[src/rtl/fetch_redirect_if.sv]
// Fetch redirect controller bus: redirect/stall inputs and icache/IF outputs.
// master = fetch controller, slave = pipeline/icache side.
interface fetch_redirect_if #(
  parameter int PC_W = 32
);
  logic            pipe_stall;
  logic            id_redir_valid;
  logic [PC_W-1:0] id_redir_target;
  logic            ex_redir_valid;
  logic [PC_W-1:0] ex_redir_target;
  logic            icache_stall;
  logic            icache_re;
  logic [PC_W-1:0] icache_addr;
  logic [PC_W-1:0] fetch_pc;
  logic            inst_valid;
  logic            squash_id;
  logic            misalign_pulse;

  modport master (
    input  pipe_stall, id_redir_valid, id_redir_target,
    input  ex_redir_valid, ex_redir_target, icache_stall,
    output icache_re, icache_addr, fetch_pc,
    output inst_valid, squash_id, misalign_pulse
  );

  modport slave (
    output pipe_stall, id_redir_valid, id_redir_target,
    output ex_redir_valid, ex_redir_target, icache_stall,
    input  icache_re, icache_addr, fetch_pc,
    input  inst_valid, squash_id, misalign_pulse
  );
endinterface

[src/rtl/fetch_redirect_ctrl.sv]
// Fetch PC owner: sequences icache reads, resolves ID/EX redirects,
// rides out icache misses and redirects that land mid-miss.
module fetch_redirect_ctrl #(
  parameter int              PC_W     = 32,
  parameter logic [PC_W-1:0] RESET_PC = 32'h0000_2000
) (
  input  logic             clk,
  input  logic             rst,
  fetch_redirect_if.master fr
);

  typedef enum logic [1:0] {
    BOOT, RUN, MISS, MISS_REDIR
  } state_e;

  state_e          state_q, state_d;
  logic [PC_W-1:0] pc_q, pc_d;
  logic [PC_W-1:0] pend_q, pend_d;
  logic            pend_id_q, pend_id_d;

  logic            ex, id, redir, take;
  logic            win_mis;
  logic [PC_W-1:0] ex_tgt, id_tgt, win_tgt;
  logic [PC_W-1:0] seq_pc, mr_tgt;
  logic [PC_W-1:0] addr;
  logic            vld, sq, mis;

  assign ex      = fr.ex_redir_valid;
  assign id      = fr.id_redir_valid;
  assign redir   = ex | id;
  assign ex_tgt  = {fr.ex_redir_target[PC_W-1:2], 2'b00};
  assign id_tgt  = {fr.id_redir_target[PC_W-1:2], 2'b00};
  assign win_tgt = ex ? ex_tgt : id_tgt;
  assign win_mis = ex ? |fr.ex_redir_target[1:0]
                      : |fr.id_redir_target[1:0];
  assign seq_pc  = fr.pipe_stall ? pc_q : pc_q + PC_W'(4);
  // an id redirect may only replace a pending target that came from id
  assign take    = ex | (id & pend_id_q);
  assign mr_tgt  = take ? win_tgt : pend_q;

  always_comb begin
    state_d   = state_q;
    pc_d      = pc_q;
    pend_d    = pend_q;
    pend_id_d = pend_id_q;
    addr      = pc_q;
    vld       = 1'b0;
    sq        = 1'b0;
    mis       = 1'b0;
    unique case (state_q)
      BOOT: state_d = RUN;
      RUN, MISS: begin
        sq  = ex;
        mis = redir & win_mis;
        if (redir && (fr.icache_stall || state_q == MISS)) begin
          pend_d    = win_tgt;
          pend_id_d = ~ex;
          state_d   = MISS_REDIR;
        end else if (fr.icache_stall) begin
          state_d = MISS;
        end else begin
          addr    = redir ? win_tgt : seq_pc;
          pc_d    = addr;
          vld     = ~redir;
          state_d = RUN;
        end
      end
      MISS_REDIR: begin
        sq        = ex;
        mis       = take & win_mis;
        pend_d    = mr_tgt;
        pend_id_d = take ? ~ex : pend_id_q;
        if (!fr.icache_stall) begin
          addr    = mr_tgt;
          pc_d    = mr_tgt;
          state_d = RUN;
        end
      end
    endcase
  end

  always_ff @(posedge clk or posedge rst) begin
    if (rst) begin
      state_q   <= BOOT;
      pc_q      <= RESET_PC;
      pend_q    <= '0;
      pend_id_q <= 1'b0;
    end else begin
      state_q   <= state_d;
      pc_q      <= pc_d;
      pend_q    <= pend_d;
      pend_id_q <= pend_id_d;
    end
  end

  assign fr.icache_re      = ~rst;
  assign fr.icache_addr    = addr;
  assign fr.fetch_pc       = pc_q;
  assign fr.inst_valid     = vld;
  assign fr.squash_id      = sq;
  assign fr.misalign_pulse = mis;

endmodule

[src/flat_wrapper.sv]
// flat-port wrapper written by rule: the top's interface ports become plain ports
module fetch_redirect_ctrl_flat 
#(
  parameter int              PC_W     = 32,
  parameter logic [PC_W-1:0] RESET_PC = 32'h0000_2000
)
  (clk, rst, fr_pipe_stall, fr_id_redir_valid, fr_id_redir_target, fr_ex_redir_valid, fr_ex_redir_target, fr_icache_stall, fr_icache_re, fr_icache_addr, fr_fetch_pc, fr_inst_valid, fr_squash_id, fr_misalign_pulse);
  fetch_redirect_if #(.PC_W(PC_W)) fr_i ();
  input  logic clk;
  input  logic rst;
  input wire logic [$bits(fr_i.pipe_stall)-1:0] fr_pipe_stall;
  input wire logic [$bits(fr_i.id_redir_valid)-1:0] fr_id_redir_valid;
  input wire logic [$bits(fr_i.id_redir_target)-1:0] fr_id_redir_target;
  input wire logic [$bits(fr_i.ex_redir_valid)-1:0] fr_ex_redir_valid;
  input wire logic [$bits(fr_i.ex_redir_target)-1:0] fr_ex_redir_target;
  input wire logic [$bits(fr_i.icache_stall)-1:0] fr_icache_stall;
  output wire logic [$bits(fr_i.icache_re)-1:0] fr_icache_re;
  output wire logic [$bits(fr_i.icache_addr)-1:0] fr_icache_addr;
  output wire logic [$bits(fr_i.fetch_pc)-1:0] fr_fetch_pc;
  output wire logic [$bits(fr_i.inst_valid)-1:0] fr_inst_valid;
  output wire logic [$bits(fr_i.squash_id)-1:0] fr_squash_id;
  output wire logic [$bits(fr_i.misalign_pulse)-1:0] fr_misalign_pulse;
  assign fr_i.pipe_stall = fr_pipe_stall;
  assign fr_i.id_redir_valid = fr_id_redir_valid;
  assign fr_i.id_redir_target = fr_id_redir_target;
  assign fr_i.ex_redir_valid = fr_ex_redir_valid;
  assign fr_i.ex_redir_target = fr_ex_redir_target;
  assign fr_i.icache_stall = fr_icache_stall;
  assign fr_icache_re = fr_i.icache_re;
  assign fr_icache_addr = fr_i.icache_addr;
  assign fr_fetch_pc = fr_i.fetch_pc;
  assign fr_inst_valid = fr_i.inst_valid;
  assign fr_squash_id = fr_i.squash_id;
  assign fr_misalign_pulse = fr_i.misalign_pulse;
  fetch_redirect_ctrl #(.PC_W(PC_W), .RESET_PC(RESET_PC)) u_core (.clk(clk), .rst(rst), .fr(fr_i));
endmodule
[config.mk]
export PLATFORM = sky130hd
export DESIGN_NAME = fetch_redirect_ctrl_flat
export DESIGN_NICKNAME = d
export VERILOG_FILES = /design/src/rtl/fetch_redirect_if.sv /design/src/rtl/fetch_redirect_ctrl.sv /design/src/flat_wrapper.sv
export SDC_FILE = /design/constraint.sdc
export NUM_CORES = 1
export LEC_CHECK = 0
export BUFFER_PORTS_ARGS = -buffer_cell sky130_fd_sc_hd__clkbuf_2
export CORE_MARGIN = 8
export CORE_UTILIZATION = 40
export DETAILED_ROUTE_END_ITERATION = 7
export PLACE_DENSITY = 0.7
export SLEW_MARGIN = 20
export SYNTH_ARGS = -nofsm -noshare
export SYNTH_HDL_FRONTEND = slang
export SYNTH_SLANG_ARGS = --single-unit
[constraint.sdc]
create_clock -name clk -period 2.9 [get_ports clk]
set_input_delay 0.58 -clock clk [delete_from_list [all_inputs] [get_ports clk]]
set_output_delay 0.58 -clock clk [all_outputs]
set_load 0.01 [all_outputs]
==> results.json <==
{
  "status": "complete, but fails checks",
  "violations": "setup timing",
  "syn_to_final_growth_pct": 45.4,
  "peakVddDrop_mv": 0.547,
  "final_cell_mix": "126 x clkbuf_2, 96 x buf_4, 67 x nor2_1",
  "num_rows": 40,
  "dpl.hpwl_um": 15100,
  "yosys_warnings": 0,
  "gp_congestion": 0.938,
  "detail-route-antenna-nets": 0,
  "power_leakage_nw": 3.33,
  "wl_per_cell_um": 20.9,
  "routed_wl_um": 20000,
  "grt-ovfl-total": 0,
  "port_buffers": 137,
  "layout_commonest_cell": "clkbuf_2",
  "ys_ff_latch": 67,
  "skew_ns": 0.00787,
  "start_util": 0.407,
  "syn_area_um2": 4840,
  "period_share": 1.07,
  "synth_cells": 587,
  "die-height_um": 126,
  "drv_cap": 0,
  "hold_viol_final": 0,
  "grt_pass1_vias": 5715,
  "finalPower_mw": 7.40,
  "clk_latency_ns": 0.35,
  "drt_iter0_drc": 519,
  "hold_ws_ns": 0.414,
  "fmax_ghz": 0.323,
  "combPwrFrac": 0.611,
  "dp_cells": 920,
  "p_seq_frac": 0.249,
  "pwr-share-clk": 0.140,
  "slew_headroom": 0.641,
  "final_cells": 956,
  "synth_ff_type": "dfrtp_1",
  "async_flop_share": 1.00,
  "vias": 5630,
  "cts_buffer_depth": 2,
  "ios": 138,
  "synth_edf_count": 0,
  "slew_violations": 0,
  "cts_num_sinks": 67,
  "start_kind": "flip-flop",
  "timing.final.crit_period_ns": 3.10,
  "drcViolationCount": 0,
  "drive_gt1_frac": 0.418,
  "core_um2": 11900,
  "cts-buffers-inserted": 9,
  "grt_pass1_wl_um": 31200,
  "cp.arrival_ns": 2.52,
  "die_width_um": 126,
  "fill_cells": 1094,
  "nets": 878,
  "cts_tree": "yes",
  "setup_viol": 19,
  "rsz0062_at_grt": "yes",
  "switching_share": 0.453,
  "num_antenna_cells": 0,
  "post_dp_cell_area_um2": 6280,
  "criticalPathCategory": "flip-flop to output port",
  "hold_path.class": "primary input to async pin",
  "dieArea_um2": 15900,
  "grtUsageTotal": 0.247,
  "holdBufCountCts": 0,
  "worst_slack_ns": -0.198,
  "tightest_slew_ns": 0.537,
  "viasPerCell": 5.89,
  "powerDensity_nw_per_um2": 1050,
  "syn_avg_cell_area_um2": 8.25,
  "design_area_um2": 7050,
  "cts_root_buffer": "clkbuf_16",
  "ys_seq_area_frac": 0.346,
  "critical_path_required_ns": 2.32,
  "p_int_mw": 4.05,
  "cp-end-kind": "output port",
  "antenna_found_initial": 0,
  "r2r_slack_ns": 0.19,
  "synthesis.nets": 661,
  "path_clk_slew_ns": 0.06,
  "switching_power_mw": 3.35,
  "grt_start_max_net_pins": 36,
  "firstDrtPassIters": 5,
  "synth_cell_types": 70,
  "h-tree-depth": 3,
  "crit_fanout": 4
}
==> worst paths after layout <==
| check | depth (start not counted) | from | endpoint |
|---|---|---|---|
| max in group asynchronous | 3 | rst | u_core.fr.fetch_pc[13] |
| max | 8 | u_core.state_q[0] | fr_icache_addr[19] |
| min in group clk | 1 | u_core.pend_q[1] | u_core.pend_q[1] |
| min | 3 | rst | u_core.pend_q[2] |
| max reg2reg | 13 | u_core.state_q[0] | u_core.fr.fetch_pc[18] |
| min reg2reg | 1 | u_core.pend_q[1] | u_core.pend_q[1] |
==> state kept, by name, indices dropped and copies added (netlist names) <==
| signal | flops |
|---|---|
| u_core.fr.fetch_pc | 32 |
| u_core.state_q | 2 |
| u_core.pend_id_q | 1 |
| u_core.pend_q | 32 |
==> routing by layer <==
layer	track usage	routed length, um	vias to the layer above
met5	0	0	-
met4	0.0998	468	0
met3	0.0468	1400	37
met2	0.400	9510	240
met1	0.318	8580	2694
li1	-	-	2659
==> repair_timing <==
item / 4_1_cts / 5_1_grt
setup buffers: 13 / 9
endpoints found under the setup margin: 31 / 33
cloned: 1 / 0
pin swaps: 23 / 11
gates resized for setup: 45 / 59
==> synth_stat cells (3+ instances only) <==
cell type	number	area [um^2]
a211oi_1	14	105
a21boi_0	5	37.5
a21o_1	5	37.5
a21oi_1	58	290
a221o_1	4	40.0
a22o_1	3	26.3
a22oi_1	6	45.0
a31oi_1	6	37.5
a32o_1	5	50.1
and3_1	15	93.8
and4_1	3	26.3
and4b_1	3	30.0
buf_1	3	11.3
buf_2	15	75.1
clkbuf_1	25	93.8
dfrtp_1	66	1650
ha_1	4	50.1
inv_1	10	37.5
mux2_2	12	135
mux2i_1	30	300
nand2_1	44	165
nand2b_1	7	43.8
nand3_1	24	120
nand4_1	15	93.8
nor2_1	68	255
nor2b_1	6	37.5
nor3_1	13	65.1
o211ai_1	14	105
o21a_1	3	22.5
o21ai_0	39	195
o221ai_1	3	26.3
o22ai_1	7	43.8
o31ai_1	4	30.0
or3_1	3	18.8
==> stage by stage <==
step / util / worst slack [ns] / TNS (ns)
4_1_cts: 0.573 / -0.147 / -1.59
3_5_place_dp: 0.527 / -0.157 / -0.251
2_1_floorplan: - / 0.167 / 0
3_3_place_gp: 0.527 / -0.127 / -0.179
5_1_grt: 0.591 / -0.250 / -3.49
6_report: 0.591 / -0.198 / -1.66
==> cell type report <==
type / instances / area, um^2 / area share
clock inverters: 2 / 10.0 / 0.00142
inverters: 11 / 45.0 / 0.00639
flip-flops and latches: 67 / 1680 / 0.238
clock buffers: 14 / 264 / 0.0375
repair buffers: 249 / 1660 / 0.235
multi-input cells: 466 / 3210 / 0.455
well taps: 147 / 184 / 0.0261
==> cell families after synthesis <==
kind of cell,Yosys count,share of synthesized area
multiplexers,42,0.0899
buffers and inverters,54,0.0457
adder cells (fa/ha/maj),4,0.0103
AND/OR/NAND/NOR,219,0.231
flip-flops,67,0.346
AO/OA/AOI/OAI,201,0.277
==> power groups by stage <==
stage / Clock [mW] / Sequential (mW) / Combinational, mW
floorplan: 0 / 1.79 / 2.10
global placement: 0 / 1.81 / 3.77
detailed placement: 0 / 1.83 / 3.86
CTS: 1.06 / 1.82 / 4.25
global route: 1.09 / 1.90 / 4.89
finish: 1.04 / 1.84 / 4.52
==> critical path, cell delays in order (launching register included) <==
cell	delay, ns
dfrtp_1	0.40
inv_2	0.10
ha_4	0.22
or2_4	0.25
a221o_1	0.41
o21ai_1	0.16
a31oi_1	0.06
or3_1	0.41
clkbuf_2	0.15
No activity file was read; power rests on OpenSTA's default activity.
